--- src/rtl/pong_game_ctrl_pkg.sv ---
// Shared definitions for the pong game controller.
// Holds the FSM state encoding, the signed coordinate type and all playfield geometry:
// field bounds, paddle x positions, ball/paddle sizes, centre coordinates and the
// limits derived from them.
package pong_game_ctrl_pkg;

  typedef enum logic [2:0] {
    StIdle  = 3'd0,
    StServe = 3'd1,
    StPlay  = 3'd2,
    StPoint = 3'd3,
    StOver  = 3'd4
  } game_state_e;

  // Signed so that a step past zero is seen as negative rather than wrapping.
  typedef logic signed [10:0] coord_t;

  localparam coord_t FieldXMin = 11'sd144;
  localparam coord_t FieldXMax = 11'sd784;
  localparam coord_t FieldYMin = 11'sd32;
  localparam coord_t FieldYMax = 11'sd511;

  localparam coord_t BallSize  = 11'sd8;
  localparam coord_t PadWidth  = 11'sd8;
  localparam coord_t PadHeight = 11'sd64;
  localparam coord_t PadLeftX  = 11'sd160;
  localparam coord_t PadRightX = 11'sd760;

  localparam coord_t CenterX  = 11'sd460;
  localparam coord_t CenterY  = 11'sd267;
  localparam coord_t PadInitY = 11'sd235;

  localparam coord_t BallYMax     = FieldYMax - BallSize;   // 503
  localparam coord_t BallXMax     = FieldXMax - BallSize;   // 776
  localparam coord_t PadYMax      = FieldYMax - PadHeight;  // 447
  localparam coord_t LeftBounceX  = PadLeftX + PadWidth;    // 168
  localparam coord_t RightBounceX = PadRightX - BallSize;   // 752

  localparam logic [7:0] ColBall = 8'hFF;
  localparam logic [7:0] ColPad  = 8'h1C;  // green = 7, red/blue = 0
  localparam logic [7:0] ColNone = 8'h00;

  function automatic logic in_rect(coord_t px, coord_t py, coord_t x, coord_t y,
                                   coord_t w, coord_t h);
    return (px >= x) && (px < x + w) && (py >= y) && (py < y + h);
  endfunction

  // Vertical overlap between the ball and a paddle whose top edge is pad_y.
  function automatic logic pad_overlap(coord_t ball_y, coord_t pad_y);
    return (ball_y + BallSize > pad_y) && (ball_y < pad_y + PadHeight);
  endfunction

endpackage

--- src/rtl/pong_game_ctrl_if.sv ---
// Board-side bundle of the pong game controller.
// Inputs to the controller: VGA counters hc/vc, visible flag vidon and the five raw
// push buttons. Outputs: registered pixel colour red/green/blue, scores, FSM state.
// modport slave is the controller's view, modport master the driving environment's.
interface pong_game_ctrl_if;
  logic [9:0] hc;
  logic [9:0] vc;
  logic       vidon;
  logic       btn_start;
  logic       btn_lu;
  logic       btn_ld;
  logic       btn_ru;
  logic       btn_rd;
  logic [2:0] red;
  logic [2:0] green;
  logic [1:0] blue;
  logic [3:0] score_l;
  logic [3:0] score_r;
  logic [2:0] game_state;

  modport slave (
    input  hc, vc, vidon, btn_start, btn_lu, btn_ld, btn_ru, btn_rd,
    output red, green, blue, score_l, score_r, game_state
  );

  modport master (
    output hc, vc, vidon, btn_start, btn_lu, btn_ld, btn_ru, btn_rd,
    input  red, green, blue, score_l, score_r, game_state
  );
endinterface

--- src/rtl/pong_game_ctrl_btn_sync.sv ---
// Push-button conditioner: 2-flop synchronizer followed by a rising-edge detector.
// Ports: clk, clr_n (async active-low), btn (raw asynchronous button),
//        level (synchronized level), rise (one-clock pulse on a synchronized 0->1).
module btn_sync (
  input  logic clk,
  input  logic clr_n,
  input  logic btn,
  output logic level,
  output logic rise
);

  // [1:0] is the synchronizer, [2] remembers the previous synchronized level.
  logic [2:0] sync_q;

  always_ff @(posedge clk or negedge clr_n) begin
    if (!clr_n) begin
      sync_q <= '0;
    end else begin
      sync_q <= {sync_q[1:0], btn};
    end
  end

  assign level = sync_q[1];
  assign rise  = sync_q[1] & ~sync_q[2];

endmodule

--- src/rtl/pong_game_ctrl.sv ---
// Pong game controller.
// Ports: clk (pixel clock), clr_n (async active-low reset), bus (pong_game_ctrl_if.slave:
// VGA counters, visible flag and raw buttons in; registered colour, scores and state out).
// Game state advances once per frame, on the clock after hc==0 && vc==0. The colour
// output is a one-clock registered lookup of the current ball and paddle positions.
module pong_game_ctrl
  import pong_game_ctrl_pkg::*;
#(
  parameter int BALL_SPEED   = 2,
  parameter int PAD_SPEED    = 4,
  parameter int SERVE_FRAMES = 60,
  parameter int WIN_SCORE    = 9
) (
  input logic             clk,
  input logic             clr_n,
  pong_game_ctrl_if.slave bus
);

  localparam int unsigned    CntW     = (SERVE_FRAMES > 1) ? $clog2(SERVE_FRAMES) : 1;
  localparam logic [CntW-1:0] CntLast = CntW'(SERVE_FRAMES - 1);
  localparam logic [3:0]     WinScore = 4'(WIN_SCORE);
  localparam coord_t         BallStep = coord_t'(BALL_SPEED);
  localparam coord_t         PadStep  = coord_t'(PAD_SPEED);

  localparam int BtnStart = 0;
  localparam int BtnLu    = 1;
  localparam int BtnLd    = 2;
  localparam int BtnRu    = 3;
  localparam int BtnRd    = 4;

  // Buttons
  logic [4:0] btn_raw, btn_level, btn_rise;

  assign btn_raw = {bus.btn_rd, bus.btn_ru, bus.btn_ld, bus.btn_lu, bus.btn_start};

  for (genvar i = 0; i < 5; i++) begin : g_btn_sync
    btn_sync u_btn_sync (
      .clk  (clk),
      .clr_n(clr_n),
      .btn  (btn_raw[i]),
      .level(btn_level[i]),
      .rise (btn_rise[i])
    );
  end

  // Only the start button needs an edge; paddles use the held level.
  logic unused_btn;
  assign unused_btn = ^{btn_level[BtnStart], btn_rise[BtnRd:BtnLu]};

  // Game registers
  game_state_e     state_q;
  coord_t          bx_q, by_q, lpy_q, rpy_q;
  logic            dx_neg_q, dy_neg_q;
  logic [3:0]      score_l_q, score_r_q;
  logic [CntW-1:0] cnt_q;
  logic            frame_tick_q;
  logic            start_pend_q;
  logic [7:0]      colour_q;

  // Combinational next-frame values
  coord_t     bx_nxt, by_nxt, lpy_nxt, rpy_nxt, pix_x, pix_y;
  logic       hit_l, hit_r, miss_l, miss_r, start_evt;
  logic [7:0] colour_d;

  function automatic coord_t pad_next(coord_t top, logic up, logic dn);
    coord_t t;
    t = top;
    if (up && !dn) begin
      t = top - PadStep;
      if (t < FieldYMin) t = FieldYMin;
    end else if (dn && !up) begin
      t = top + PadStep;
      if (t > PadYMax) t = PadYMax;
    end
    return t;
  endfunction

  always_comb begin
    bx_nxt  = dx_neg_q ? bx_q - BallStep : bx_q + BallStep;
    by_nxt  = dy_neg_q ? by_q - BallStep : by_q + BallStep;
    hit_l   = dx_neg_q && (bx_nxt <= LeftBounceX) && pad_overlap(by_q, lpy_q);
    hit_r   = !dx_neg_q && (bx_nxt + BallSize >= PadRightX) && pad_overlap(by_q, rpy_q);
    miss_l  = bx_nxt < FieldXMin;
    miss_r  = bx_nxt > BallXMax;
    lpy_nxt = pad_next(lpy_q, btn_level[BtnLu], btn_level[BtnLd]);
    rpy_nxt = pad_next(rpy_q, btn_level[BtnRu], btn_level[BtnRd]);
    // A start edge seen between frames is held until the next frame tick.
    start_evt = start_pend_q | btn_rise[BtnStart];
  end

  always_comb begin
    pix_x    = $signed({1'b0, bus.hc});
    pix_y    = $signed({1'b0, bus.vc});
    colour_d = ColNone;
    if (bus.vidon) begin
      if (in_rect(pix_x, pix_y, bx_q, by_q, BallSize, BallSize)) begin
        colour_d = ColBall;
      end else if (in_rect(pix_x, pix_y, PadLeftX, lpy_q, PadWidth, PadHeight) ||
                   in_rect(pix_x, pix_y, PadRightX, rpy_q, PadWidth, PadHeight)) begin
        colour_d = ColPad;
      end
    end
  end

  always_ff @(posedge clk or negedge clr_n) begin
    if (!clr_n) begin
      frame_tick_q <= 1'b0;
      start_pend_q <= 1'b0;
      colour_q     <= ColNone;
    end else begin
      frame_tick_q <= (bus.hc == 10'd0) && (bus.vc == 10'd0);
      start_pend_q <= frame_tick_q ? 1'b0 : start_evt;
      colour_q     <= colour_d;
    end
  end

  // Game FSM with ball, paddles, scores and serve counter.
  always_ff @(posedge clk or negedge clr_n) begin
    if (!clr_n) begin
      state_q   <= StIdle;
      bx_q      <= CenterX;
      by_q      <= CenterY;
      dx_neg_q  <= 1'b0;
      dy_neg_q  <= 1'b0;
      lpy_q     <= PadInitY;
      rpy_q     <= PadInitY;
      score_l_q <= '0;
      score_r_q <= '0;
      cnt_q     <= '0;
    end else if (frame_tick_q) begin
      lpy_q <= lpy_nxt;
      rpy_q <= rpy_nxt;
      case (state_q)
        StIdle: begin
          score_l_q <= '0;
          score_r_q <= '0;
          bx_q      <= CenterX;
          by_q      <= CenterY;
          cnt_q     <= '0;
          if (start_evt) state_q <= StServe;
        end
        StServe: begin
          bx_q <= CenterX;
          by_q <= CenterY;
          if (cnt_q == CntLast) begin
            cnt_q   <= '0;
            state_q <= StPlay;
          end else begin
            cnt_q <= cnt_q + 1'b1;
          end
        end
        StPlay: begin
          if (by_nxt < FieldYMin) begin
            by_q     <= FieldYMin;
            dy_neg_q <= 1'b0;
          end else if (by_nxt > BallYMax) begin
            by_q     <= BallYMax;
            dy_neg_q <= 1'b1;
          end else begin
            by_q <= by_nxt;
          end
          // A paddle hit wins over a miss decided in the same frame.
          if (hit_l) begin
            bx_q     <= LeftBounceX;
            dx_neg_q <= 1'b0;
          end else if (hit_r) begin
            bx_q     <= RightBounceX;
            dx_neg_q <= 1'b1;
          end else begin
            bx_q <= bx_nxt;
            if (miss_l) begin
              score_r_q <= score_r_q + 4'd1;
              state_q   <= StPoint;
            end else if (miss_r) begin
              score_l_q <= score_l_q + 4'd1;
              state_q   <= StPoint;
            end
          end
        end
        StPoint: begin
          bx_q  <= CenterX;
          by_q  <= CenterY;
          cnt_q <= '0;
          if ((score_l_q == WinScore) || (score_r_q == WinScore)) begin
            state_q <= StOver;
          end else begin
            state_q  <= StServe;
            // The ball left through the loser's side; serve back toward that player.
            dx_neg_q <= (bx_q < CenterX);
          end
        end
        StOver: begin
          if (start_evt) begin
            state_q   <= StIdle;
            score_l_q <= '0;
            score_r_q <= '0;
          end
        end
        default: state_q <= StIdle;
      endcase
    end
  end

  assign bus.red        = colour_q[7:5];
  assign bus.green      = colour_q[4:2];
  assign bus.blue       = colour_q[1:0];
  assign bus.score_l    = score_l_q;
  assign bus.score_r    = score_r_q;
  assign bus.game_state = state_q;

endmodule
--- src/flat_wrapper.sv ---
// flat-port wrapper written by rule: the top's interface ports become plain ports
module pong_game_ctrl_flat import pong_game_ctrl_pkg::*;
#(
  parameter int BALL_SPEED   = 2,
  parameter int PAD_SPEED    = 4,
  parameter int SERVE_FRAMES = 60,
  parameter int WIN_SCORE    = 9
)
  (clk, clr_n, bus_hc, bus_vc, bus_vidon, bus_btn_start, bus_btn_lu, bus_btn_ld, bus_btn_ru, bus_btn_rd, bus_red, bus_green, bus_blue, bus_score_l, bus_score_r, bus_game_state);
  pong_game_ctrl_if bus_i ();
  input logic clk;
  input logic clr_n;
  input wire logic [$bits(bus_i.hc)-1:0] bus_hc;
  input wire logic [$bits(bus_i.vc)-1:0] bus_vc;
  input wire logic [$bits(bus_i.vidon)-1:0] bus_vidon;
  input wire logic [$bits(bus_i.btn_start)-1:0] bus_btn_start;
  input wire logic [$bits(bus_i.btn_lu)-1:0] bus_btn_lu;
  input wire logic [$bits(bus_i.btn_ld)-1:0] bus_btn_ld;
  input wire logic [$bits(bus_i.btn_ru)-1:0] bus_btn_ru;
  input wire logic [$bits(bus_i.btn_rd)-1:0] bus_btn_rd;
  output wire logic [$bits(bus_i.red)-1:0] bus_red;
  output wire logic [$bits(bus_i.green)-1:0] bus_green;
  output wire logic [$bits(bus_i.blue)-1:0] bus_blue;
  output wire logic [$bits(bus_i.score_l)-1:0] bus_score_l;
  output wire logic [$bits(bus_i.score_r)-1:0] bus_score_r;
  output wire logic [$bits(bus_i.game_state)-1:0] bus_game_state;
  assign bus_i.hc = bus_hc;
  assign bus_i.vc = bus_vc;
  assign bus_i.vidon = bus_vidon;
  assign bus_i.btn_start = bus_btn_start;
  assign bus_i.btn_lu = bus_btn_lu;
  assign bus_i.btn_ld = bus_btn_ld;
  assign bus_i.btn_ru = bus_btn_ru;
  assign bus_i.btn_rd = bus_btn_rd;
  assign bus_red = bus_i.red;
  assign bus_green = bus_i.green;
  assign bus_blue = bus_i.blue;
  assign bus_score_l = bus_i.score_l;
  assign bus_score_r = bus_i.score_r;
  assign bus_game_state = bus_i.game_state;
  pong_game_ctrl #(.BALL_SPEED(BALL_SPEED), .PAD_SPEED(PAD_SPEED), .SERVE_FRAMES(SERVE_FRAMES), .WIN_SCORE(WIN_SCORE)) u_core (.clk(clk), .clr_n(clr_n), .bus(bus_i));
endmodule
--- config.mk ---
export PLATFORM = sky130hd
export DESIGN_NAME = pong_game_ctrl_flat
export DESIGN_NICKNAME = d
export VERILOG_FILES = /design/src/rtl/pong_game_ctrl_pkg.sv /design/src/rtl/pong_game_ctrl_if.sv /design/src/rtl/pong_game_ctrl_btn_sync.sv /design/src/rtl/pong_game_ctrl.sv /design/src/flat_wrapper.sv
export SDC_FILE = /design/constraint.sdc
export NUM_CORES = 1
export LEC_CHECK = 0
export CORE_ASPECT_RATIO = 1.75
export CORE_MARGIN = 4
export CORE_UTILIZATION = 30
export CTS_BUF_LIST = sky130_fd_sc_hd__clkbuf_8
export CTS_CLUSTER_DIAMETER = 120
export DETAILED_ROUTE_END_ITERATION = 10
export GPL_TIMING_DRIVEN = 0
export PLACE_DENSITY = 0.52
export SETUP_SLACK_MARGIN = 0.4
export SLEW_MARGIN = 20
export SYNTH_ARGS = -nofsm -noshare
export SYNTH_HDL_FRONTEND = slang
export SYNTH_HIERARCHICAL = 1
export SYNTH_SLANG_ARGS = --single-unit
--- constraint.sdc ---
create_clock -name clk -period 8.7 [get_ports clk]
set_input_delay 0.87 -clock clk [delete_from_list [all_inputs] [get_ports clk]]
set_output_delay 0.87 -clock clk [all_outputs]
set_load 0.01 [all_outputs]
==> metrics.txt <==
Final Hold Fails 0; worst vdd ir between 0.00006 and 0.00007 V; number of port buffers 46; Total Nets Final approximately 1200; Clock transition at path regs roughly 0.090 ns; Critical-path top delay cell dfrtp_1; Syn Nets 1191; worst skew pair latency ~0.41 ns; Area growth syn-to-layout 13.6%; critical path arrival around 4.4 ns; largest net degree at the start of global routing 44; fillers ~2900; Detailed Route WL 27600 µm; Final setup viols 0; Ports between 40 and 50; Clock Skew roughly 0.017 ns; total CTS buffers 9; P_leak between 0.003 and 0.004 µW; vias slightly below 8000; Initial Utilization between 30% and 40%; Antenna Cells 0; WS Path Type reg2reg; Die ar. ~31000 µm²; Post-CTS Hold Buffers 0; Crit Reg-Reg Endpoint u_core/bx_q[3]; hold slack approximately 0.35 ns; Required @ worst endpoint between 9 and 10 ns; Critical Path Max Stage Delay 0.80 ns; Final Max Slew Viols 0; Worst Setup End Kind flip-flop; grt total ovfl 0; core area roughly 27000 µm²; Mapped Area roughly 8300 µm²; minimum clock period after layout approximately 4.0 ns; Post-route DRC 0; max_slew headroom between 20 and 30%; synth warn 6; Post-Route Utilization a little over a third; outcome completed; unrepaired setup endpoints after global routing false; post_cts resized 0; die span in y approximately 230 µm; fin crit share a little under half; Overall Global Routing Usage ~18%; most frequent cell on the critical path a21oi_1; Max-Cap Viols 0; initial antenna violation count 0; fmax roughly 250 MHz; DIE WIDTH ~130 µm; Synth Instances 1019; Max FO, Critical Path 14; vias per cell around 5.5; post-route cell area 9480 µm²; worst reg-to-reg setup slack ~4.7 ns; CTS tree built; HP Class reg2reg; PwrDens 76.1 nW/µm²; r2r worst-path depth 11; DRC marker count from the first detailed-route iteration approximately 470; layout cell share with drive strength beyond 1 5.64%; DP HPWL roughly 22000 µm; ANT nets after route 0; H-tree Lvls 3; Critical path origin u_core/dx_neg_q; GP Congestion between 0.8 and 0.9; first-pass GRT wire length between 40000 and 50000 µm; slew of the pin with the lowest slew margin between 1 and 1.5 ns; hold path depth 0; Num Clock Sinks between 70 and 80; DRT Pass-1 Iters 5; CP Cell Sequence inv_1 -> fa_1 -> nand2b_1 -> a211oi_2 -> nor2_1 -> a311oi_1 -> o211ai_1 -> a21oi_1 -> buf_2 -> a211oi_1 -> a21oi_1; Worst Hold Launch u_core/g_btn_sync[0].u_btn_sync/sync_q[0]; # rows 80; Post-DP Area slightly above 9000 µm²; Hold EP u_core/g_btn_sync[0].u_btn_sync/sync_q[1]; r2r startpoint u_core/dx_neg_q; root buf cell clkbuf_8; WL/cell around 19 µm; Syn Area/Cell approximately 8.2 µm²; Setup crit start kind flip-flop; Max Buffers Root-to-Sink 2; Sum Neg Setup Slack 0 ns; vias in the first global route approximately 8100; Post-CTS Setup Inserts 0
==> state kept, by name, summed over array words and instances, names as in the netlist, 3 cells and up <==
signal                               cells
u_core/rpy_q                            10
u_core/bus.score_r                       4
u_core/bus.score_l                       4
u_core/g_btn_sync.u_btn_sync/sync_q     11
u_core/bus.game_state                    3
u_core/lpy_q                            10
u_core/bx_q                             10
u_core/cnt_q                             6
u_core/by_q                             11
==> power by group <==
group          internal, µW  leakage, µW  switching, µW
registers               352     0.000942           1.15
clock network           132     0.000105            159
logic                  33.4      0.00285           43.2
==> cells in the final DEF, fill, tap and decap left out, types with 5 or more instances in the layout <==
| master | count |
|---|---|
| o211ai_1 | 20 |
| nor3_1 | 33 |
| a211oi_1 | 12 |
| a211o_1 | 5 |
| ha_1 | 142 |
| clkdlybuf4s50_1 | 45 |
| clkbuf_8 | 9 |
| nand4_1 | 25 |
| dfstp_2 | 19 |
| nor4_1 | 11 |
| nand3_1 | 49 |
| inv_1 | 76 |
| o22ai_1 | 14 |
| and2_1 | 5 |
| a21oi_1 | 52 |
| a31oi_1 | 9 |
| or3_1 | 9 |
| mux2i_1 | 5 |
| xnor2_1 | 44 |
| o21a_1 | 14 |
| nor2b_1 | 18 |
| buf_4 | 7 |
| a21o_1 | 14 |
| nand2b_1 | 18 |
| clkbuf_1 | 25 |
| nand2_1 | 68 |
| o21ai_0 | 77 |
| nor2_1 | 74 |
| xor2_1 | 6 |
| dfrtp_1 | 56 |
| and3_1 | 6 |
==> how the worst max path moves through the flow <==
stage	endpoint	slack, ns	cells past startpoint
floorplan	u_core/bus.score_r[1]	5.72	10
global placement	u_core/rpy_q[9]	3.52	1
detailed placement	u_core/bx_q[3]	4.72	11
CTS	u_core/bx_q[3]	4.69	11
global route	u_core/bus.score_r[0]	4.41	11
finish	u_core/bx_q[3]	4.66	11
==> layout make-up <==
cell class | count | area, µm² | area share [%]
multi-input cells | 831 | 5980 | 63.1
clock buffers | 9 | 124 | 1.31
flip-flops and latches | 75 | 1900 | 20.1
well taps | 369 | 462 | 4.87
inverters | 76 | 285 | 3.01
clock inverters | 7 | 70.1 | 0.739
plain buffers | 37 | 181 | 1.91
repair buffers | 47 | 478 | 5.04
==> per-stage QoR <==
step / std cells / total power (µW) / setup slack, ns
2_1_floorplan: 1019 / 393 / 5.72
3_3_place_gp: 1434 / 435 / 3.52
3_5_place_dp: 1435 / 436 / 4.72
4_1_cts: 1451 / 737 / 4.69
5_1_grt: 1451 / 755 / 4.41
6_report: 1451 / 721 / 4.66
==> routing by layer <==
metal / up-vias / part of all wire, % / global-route usage, %
met5: - / 0 / 0
met4: 0 / 4.6 / 8.82
met3: 70 / 3.0 / 2.71
met2: 180 / 55 / 35.0
met1: 3772 / 37 / 18.6
li1: 3897 / - / -
==> worst max-delay path, delay by kind of cell, from the launching register on <==
| kind | cells | cell delay [ns] |
|---|---|---|
| AO/OA/AOI/OAI | 6 | 1.81 |
| adder cells (fa/ha/maj) | 1 | 0.48 |
| buffers and inverters | 2 | 0.51 |
| flip-flops | 1 | 0.80 |
| AND/OR/NAND/NOR | 2 | 0.34 |
Note: power is estimated with default switching activity, not from simulation.
